### src/rtl/multdiv_unit.sv
// Sequential signed multiply/divide unit: one iteration per clock, shift-add multiply
// and restoring divide on operand magnitudes, with a one-cycle result-ready pulse.
module multdiv_unit #(
  parameter int unsigned WIDTH = 32
) (
  input  logic             clk,
  input  logic             reset,
  input  logic             ctrl_MULT,
  input  logic             ctrl_DIV,
  input  logic [WIDTH-1:0] data_operandA,
  input  logic [WIDTH-1:0] data_operandB,
  output logic [WIDTH-1:0] data_result,
  output logic             data_exception,
  output logic             data_resultRDY,
  output logic             busy
);

  localparam logic [1:0] S_IDLE    = 2'd0;
  localparam logic [1:0] S_MUL_RUN = 2'd1;
  localparam logic [1:0] S_DIV_RUN = 2'd2;
  localparam logic [1:0] S_DONE    = 2'd3;

  localparam int unsigned   CW       = $clog2(WIDTH + 1);
  localparam logic [CW-1:0] CNT_LAST = CW'(WIDTH);
  localparam logic [CW-1:0] CNT_ONE  = CW'(1);

  function automatic logic [WIDTH-1:0] mag_of(input logic [WIDTH-1:0] v);
    return v[WIDTH-1] ? ('0 - v) : v;
  endfunction

  logic [1:0]         state_q, state_d;
  logic [CW-1:0]      cnt_q, cnt_d;
  logic [2*WIDTH-1:0] work_q, work_d;
  logic [WIDTH-1:0]   mag_q, mag_d;
  logic               neg_q, neg_d;
  logic [WIDTH-1:0]   result_q, result_d;
  logic               exc_q, exc_d;
  logic               rdy_q, rdy_d;

  logic [WIDTH:0]     mul_sum;
  logic [WIDTH:0]     div_shift;
  logic [WIDTH-1:0]   div_diff;
  logic               div_ge;
  logic [2*WIDTH-1:0] prod_s;
  logic [WIDTH-1:0]   quo_s;

  // work_q holds {partial product high, multiplier} for multiply and
  // {partial remainder, dividend/quotient} for divide; mag_q is the addend/divisor.
  always_comb begin
    mul_sum   = {1'b0, work_q[2*WIDTH-1:WIDTH]} + (work_q[0] ? {1'b0, mag_q} : '0);
    div_shift = {work_q[2*WIDTH-1:WIDTH], work_q[WIDTH-1]};
    div_ge    = div_shift >= {1'b0, mag_q};
    div_diff  = div_shift[WIDTH-1:0] - mag_q;
    prod_s    = neg_q ? ('0 - work_q) : work_q;
    quo_s     = neg_q ? ('0 - work_q[WIDTH-1:0]) : work_q[WIDTH-1:0];
  end

  always_comb begin
    state_d  = state_q;
    cnt_d    = cnt_q;
    work_d   = work_q;
    mag_d    = mag_q;
    neg_d    = neg_q;
    result_d = result_q;
    exc_d    = exc_q;
    rdy_d    = 1'b0;

    case (state_q)
      S_MUL_RUN: begin
        if (cnt_q == CNT_LAST) begin
          result_d = prod_s[WIDTH-1:0];
          exc_d    = !((&prod_s[2*WIDTH-1:WIDTH-1]) || !(|prod_s[2*WIDTH-1:WIDTH-1]));
          rdy_d    = 1'b1;
          state_d  = S_DONE;
        end else begin
          work_d = {mul_sum, work_q[WIDTH-1:1]};
          cnt_d  = cnt_q + CNT_ONE;
        end
      end
      S_DIV_RUN: begin
        if (mag_q == '0) begin
          result_d = '0;
          exc_d    = 1'b1;
          rdy_d    = 1'b1;
          state_d  = S_DONE;
        end else if (cnt_q == CNT_LAST) begin
          result_d = quo_s;
          // Only |min| / 1 with matching signs yields an unrepresentable positive quotient.
          exc_d    = !neg_q && work_q[WIDTH-1];
          rdy_d    = 1'b1;
          state_d  = S_DONE;
        end else begin
          work_d = {(div_ge ? div_diff : div_shift[WIDTH-1:0]), work_q[WIDTH-2:0], div_ge};
          cnt_d  = cnt_q + CNT_ONE;
        end
      end
      S_DONE:  state_d = S_IDLE;
      default: state_d = S_IDLE;
    endcase

    // A start from any state aborts whatever was in flight, including a same-edge finish.
    if (ctrl_MULT || ctrl_DIV) begin
      cnt_d    = '0;
      neg_d    = data_operandA[WIDTH-1] ^ data_operandB[WIDTH-1];
      result_d = result_q;
      exc_d    = exc_q;
      rdy_d    = 1'b0;
      if (ctrl_MULT) begin
        mag_d   = mag_of(data_operandA);
        work_d  = {{WIDTH{1'b0}}, mag_of(data_operandB)};
        state_d = S_MUL_RUN;
      end else begin
        mag_d   = mag_of(data_operandB);
        work_d  = {{WIDTH{1'b0}}, mag_of(data_operandA)};
        state_d = S_DIV_RUN;
      end
    end
  end

  always_ff @(posedge clk) begin
    if (reset) begin
      state_q  <= S_IDLE;
      cnt_q    <= '0;
      work_q   <= '0;
      mag_q    <= '0;
      neg_q    <= 1'b0;
      result_q <= '0;
      exc_q    <= 1'b0;
      rdy_q    <= 1'b0;
    end else begin
      state_q  <= state_d;
      cnt_q    <= cnt_d;
      work_q   <= work_d;
      mag_q    <= mag_d;
      neg_q    <= neg_d;
      result_q <= result_d;
      exc_q    <= exc_d;
      rdy_q    <= rdy_d;
    end
  end

  assign data_result    = result_q;
  assign data_exception = exc_q;
  assign data_resultRDY = rdy_q;
  assign busy           = (state_q != S_IDLE);

endmodule

### config.mk
export PLATFORM = sky130hd
export DESIGN_NAME = multdiv_unit
export DESIGN_NICKNAME = d
export VERILOG_FILES = /design/src/rtl/multdiv_unit.sv
export SDC_FILE = /design/constraint.sdc
export NUM_CORES = 1
export LEC_CHECK = 0
export BUFFER_PORTS_ARGS = -buffer_cell sky130_fd_sc_hd__buf_4
export CAP_MARGIN = 20
export CORE_UTILIZATION = 40
export DETAILED_ROUTE_END_ITERATION = 6
export PLACE_DENSITY = 0.56
export REMOVE_ABC_BUFFERS = 1
export SLEW_MARGIN = 0
export SYNTH_ARGS = -nofsm -noshare
export SYNTH_HDL_FRONTEND = slang
export SYNTH_SLANG_ARGS = --single-unit
### constraint.sdc
create_clock -name clk -period 5.1 [get_ports clk]
set_input_delay 0.51 -clock clk [delete_from_list [all_inputs] [get_ports clk]]
set_output_delay 0.51 -clock clk [all_outputs]
set_load 0.02 [all_outputs]
== Word level (Yosys, flattened, before mapping) ==
Index checks and enable logic that the tools add are counted.

* Register bits after elaboration: 139
* Input port bits: 68
* Output and inout port bits: 35
* Word-level logic and storage cells: 75

* Add/sub/neg operators: 7
* Magnitude comparators: 1
* Eq/ne operators: 9
* Mux-type cells: 32
* Bitwise operators: 2
* Reductions and logical operators: 16

{| class="wikitable"
|+ Operators by type and width
! operator !! count
|-
| 2-to-1 mux 32 bit || 10
|-
| 2-to-1 mux 64 bit || 5
|-
| case mux 64 bit (2 select lines) || 1
|-
| subtractor 1 x 32 -> 32 bit, first input constant || 3
|-
| case mux 32 bit (2 select lines) || 1
|-
| subtractor 1 x 64 -> 64 bit, first input constant || 1
|-
| adder 32 x 32 -> 33 bit || 1
|-
| greater-or-equal comparator 33 x 32 -> 1 bit || 1
|-
| AND reduction 33 bit || 1
|-
| OR reduction 33 bit || 1
|-
| logical NOT 32 bit || 1
|-
| subtractor 32 bit || 1
|-
| 2-to-1 mux 6 bit || 2
|-
| inequality test 3 bit, second input constant || 4
|-
| case mux 6 bit (2 select lines) || 1
|-
| 2-to-1 mux 2 bit || 4
|-
| AND reduction 4 bit || 2
|-
| adder 6 x 1 -> 6 bit, second input constant || 1
|-
| == test 6 bit, second input constant || 1
|-
| 2-to-1 mux 1 bit || 5
|-
| inequality test 2 bit, second input constant || 2
|-
| case mux 1 bit (2 select lines) || 2
|-
| case mux 2 bit (2 select lines) || 1
|-
| nonzero test 2 bit || 2
|-
| other kinds (10) || 13
|}

== Depth between registers and ports, before layout ==
* Depth after elaboration: 8
* Gate-level depth with buffers: 16

== Worst setup path after synthesis ==
OpenSTA, ideal clock, no wires.

* Kind: reg2reg
* Start point: reg work_q[0]
* End point: reg exc_q (netlist: data_exception)
* Arrival time: 3294 ps
* Path slack: 1675 ps
* Cell stages (with the launch flop): 14
* Path buffers: 1
* Period minus slack after synthesis: 3425 ps
* Cells stage by stage: dfxtp_1 > inv_1 > clkbuf_1 > ha_1 > or3b_2 > nor2_1 > nand3_1 > o41ai_1 > xor2_1 > or4_1 > nor4_1 > nand4_1 > o41ai_1 > o22ai_1

* Longest elaborated chain between the ends: 8
* Elaborated cells on any way between the ends: 9
* Those cells by class: add/sub (1); mux (3); reduce/logical (5)

{| class="wikitable"
|+ RTL lines
! what !! RTL line !! RTL
|-
| start: declaration || 33 || <nowiki>logic [2*WIDTH-1:0] work_q, work_d;</nowiki>
|-
| start signal: assignment || 133 || <nowiki>work_q <= work_d;</nowiki>
|-
| subtractor 1 x 64 -> 64 bit (*) || 54 || <nowiki>prod_s = neg_q ? ('0 - work_q) : work_q;</nowiki>
|-
| 2-to-1 mux 64 bit (*) || 54 ||
|-
| OR reduction 33 bit || 72 || <nowiki>exc_d = !((&prod_s[2*WIDTH-1:WIDTH-1]) || !(|prod_s[2*WIDTH-1:WIDTH-1]));</nowiki>
|-
| logical NOT 1 bit || 72 ||
|-
| logical OR 1 bit (*) || 72 ||
|-
| logical NOT 1 bit (*) || 72 ||
|-
| 2-to-1 mux 1 bit (*) || 70 || <nowiki>if (cnt_q == CNT_LAST) begin</nowiki>
|-
| case mux 1 bit (2 select lines) (*) || 68 || <nowiki>case (state_q)</nowiki>
|-
| end signal: assignment || 128 || <nowiki>exc_q <= 1'b0;</nowiki>
|-
| end signal: assignment || 137 || <nowiki>exc_q <= exc_d;</nowiki>
|-
| end: declaration || 37 || <nowiki>logic exc_q, exc_d;</nowiki>
|}

Every way passes the cells marked *; elsewhere a longest branch is shown, timed or not. The select of a mux whose other input is x is not followed.
A chain may end at the register's enable or synchronous reset.

== Final worst setup path ==
* Start point: reg work_q[0]
* End point: reg work_q[59]

* Longest elaborated chain between the ends: 5

{| class="wikitable"
|+ RTL lines
! what !! RTL line !! RTL
|-
| 2-to-1 mux 32 bit || 50 || <nowiki>mul_sum = {1'b0, work_q[2*WIDTH-1:WIDTH]} + (work_q[0] ? {1'b0, mag_q} : '0);</nowiki>
|-
| adder 32 x 32 -> 33 bit || 50 ||
|-
| 2-to-1 mux 64 bit || 70 ||
|-
| case mux 64 bit (2 select lines) || 68 ||
|-
| 2-to-1 mux 64 bit || 102 || <nowiki>if (ctrl_MULT || ctrl_DIV) begin</nowiki>
|}

Every way passes these cells. The select of a mux whose other input is x is not followed.

==> impl_metrics.json <==
{
  "fin_crit_sh_pct": 80.7,
  "r2r_setup_slack_ps": 980,
  "synth-async-reset-ratio_pct": 0,
  "grt_pass1_wl_um": 75900,
  "clockBufferDepth": 2,
  "cp-start-kind": "flop",
  "grt_max_degree": 62,
  "cp.required_ps": 5450,
  "antenna_found_initial": 1,
  "post-cts-setup-buffers": 0,
  "fin_worst_skew_ps": 10.9,
  "place_area_um2": 14300,
  "synth_top_flop_cell": "dfxtp_1",
  "root_buffer": "clkbuf_16",
  "rr_startpoint": "work_q[0]",
  "cts_sinks": 139,
  "critPathLaunch": "work_q[0]",
  "io_pins": 103,
  "grt_pass1_vias": 13100,
  "fin_tns_setup_ps": 0,
  "synth_area_per_cell_um2": 7.34,
  "finalSetupViolations": 0,
  "fillerInstances": 3398,
  "holdBufCountCts": 0,
  "fmax_ghz": 0.243,
  "wirelength_um": 49300,
  "first_pass_iters": 5,
  "syn_area_um2": 13300,
  "overflow": 0,
  "drv_slew": 0,
  "initialDrtViolationCount": 1269,
  "die_area_um2": 33900,
  "critical_path_class": "reg -> reg",
  "pre_cts_ws_ps": 1040,
  "cpMostUsedCell": "o31ai_1",
  "routedWlPerCell_um": 21.5,
  "fin_area_um2": 14900,
  "synth.distinct_cells": 83,
  "powerDensity_nw_per_um2": 228,
  "crit_arrival_ps": 4470,
  "clk_pin_slew_worst_paths_ps": 70,
  "core_um2": 32600,
  "synth_edf_count": 0,
  "drv_cap": 0,
  "vias": 13900,
  "rows": 66,
  "clk_latency_ps": 440,
  "fin_nets": 1979,
  "finalHoldViolCount": 0,
  "rsz0062_at_grt": "no",
  "cp_max_fo": 16,
  "worst_slack_ps": 982,
  "die_h_um": 184,
  "start_util_pct": 40.7,
  "min_period_ps": 4120,
  "critPathMaxStageDelay_ps": 670,
  "dp_hpwl_um": 37300,
  "syn2layout_area_growth_pct": 12.1,
  "ys_seq_area_share_pct": 21.0,
  "ant_nets": 0,
  "worst-slew-pin-transition_ps": 966,
  "status": "finished, final reports clean",
  "die_width_um": 184,
  "cts_inserted_buffers": 17,
  "htreeDepth": 4,
  "crit_path_end_kind": "flop",
  "synth.yosys.warnings": 0,
  "n_antenna_cell": 0,
  "utilization_pct": 45.7,
  "cts_tree": "built",
  "port_buffers": 102,
  "worstHoldStart": "data_operandA[0]",
  "grt_util_all_layers_pct": 29.1,
  "maxSlewHeadroom_pct": 35.5,
  "cp_cell_sequence": "inv_1, buf_4, nor2_1, ha_1, a21o_1, a21oi_1, o21bai_1, a31o_2, a221oi_1, o31ai_1, o21ai_0, o2bb2ai_1, mux2_2, o31ai_1",
  "drc": 0,
  "drive_gt1_share_pct": 10.7,
  "cts_resized": 0,
  "synth_seq_cells": 139,
  "leakage_nw": 5.96,
  "hold_path.class": "in -> reg",
  "synthCells": 1809,
  "viasPerCell": 6.07,
  "irDropWorstVdd_mv": 0.186,
  "slowest_stage": "a221oi_1",
  "gp_congestion": 0.975
}
[worst paths after layout]
kind              cells past startpoint         end
hold reg to reg                       2    cnt_q[1]
setup / recovery                     14  work_q[59]
hold / removal                        3    mag_q[0]
setup reg to reg                     14  work_q[59]
[cells by family after synthesis]
logic type,Yosys count,share of synthesized area (%)
xor gates and xnor gates,172,11.3
AOI/OAI and AO/OA,589,29.9
buffers and inverters,183,5.73
DFF,139,21.0
muxes,23,1.75
adders and majority gates,75,7.18
and+or+nand+nor,628,23.2
[flip-flops by register name, summed over array words and instances (netlist names)]
register and cells:
data_exception 1, neg_q 1, mag_q 32, state_q 2
cnt_q 6, work_q 64, data_result 32, data_resultRDY 1
[worst max-delay path, delay by kind of cell (launching register included)]
family / cells / cell delay, ps
simple gates: 1 / 70
mux: 1 / 350
fa+ha+maj: 1 / 210
flops: 1 / 370
compound gates: 9 / 2260
buf+inv: 2 / 780
[area by class of cell]
type	count	area (um^2)	area share [%]
Multi-Input combinational cell	1487	9800	65.8
Sequential cell	139	2780	18.7
Timing Repair Buffer	124	931	6.25
Tap cell	442	553	3.71
Clock buffer	17	425	2.86
Inverter	67	251	1.69
Clock inverter	15	150	1.01
[through the flow]
stage,power (mW),instances,hold slack (ps)
2_1_floorplan,1.77,1693,466
6_report,3.39,2291,399
3_5_place_dp,2.11,2259,489
5_1_grt,3.54,2291,407
3_3_place_gp,2.11,2259,482
4_1_cts,3.39,2291,382
[synth_stat cells, types with 28 or more instances]
library cell	n	share of area, %
a211oi_1	76	4.3
xnor2_1	89	5.9
nor2_1	215	6.1
nand2b_1	40	1.9
o21ai_0	120	4.5
nor2b_1	30	1.4
o31ai_1	42	2.4
nor3_1	51	1.9
a22oi_1	44	2.5
xor2_1	83	5.5
a21oi_1	107	4.0
inv_1	66	1.9
nand2_1	134	3.8
ha_1	73	6.9
dfxtp_1	139	21
clkbuf_1	94	2.7
a21o_1	38	2.1
nand3_1	28	1.1
[placed cells by master (no fill, tap or decap), types with 9 or more instances in the layout]
| cell type | netlist | layout |
|---|---|---|
| nor2_1 | 215 | 214 |
| dfxtp_1 | 139 | 138 |
| nand2_1 | 134 | 134 |
| buf_4 | 5 | 124 |
| o21ai_0 | 120 | 120 |
| a21oi_1 | 107 | 105 |
| xnor2_1 | 89 | 89 |
| xor2_1 | 83 | 83 |
| a211oi_1 | 76 | 76 |
| ha_1 | 73 | 72 |
| inv_1 | 66 | 65 |
| nor3_1 | 51 | 51 |
| a22oi_1 | 44 | 44 |
| o31ai_1 | 42 | 42 |
| nand2b_1 | 40 | 40 |
| a21o_1 | 38 | 38 |
| nor2b_1 | 30 | 30 |
| nand3_1 | 28 | 28 |
| nor4_1 | 25 | 25 |
| mux2i_1 | 21 | 21 |
| a211o_1 | 21 | 21 |
| nand4_1 | 19 | 19 |
| o211ai_1 | 18 | 18 |
| clkbuf_16 | 0 | 17 |
| or3_1 | 15 | 15 |
| o41ai_1 | 15 | 15 |
| or2_2 | 13 | 13 |
| or4_1 | 12 | 12 |
| a31oi_1 | 12 | 12 |
| o21a_1 | 12 | 12 |
| and3_1 | 11 | 11 |
| o22ai_1 | 10 | 10 |
| o31a_1 | 9 | 9 |
[metal layers]
layer  share of wire [%]  up-vias  wire length (um)  GRT usage (%)
met5               0.020        -                10              0
met4                 2.4        2              1190           9.30
met3                 6.8       68              3360           4.62
met2                  46      526             22500           46.9
met1                  45     6632             22300           39.3
li1                    -     6679                 -              -
[report_power, final]
| group | internal [mW] | total, mW | switching [mW] |
|---|---|---|---|
| Combinational | 0.341 | 0.889 | 0.547 |
| Clock | 0.690 | 1.29 | 0.595 |
| Sequential | 1.13 | 1.22 | 0.0809 |
Note: power is estimated with default switching activity, not from simulation.
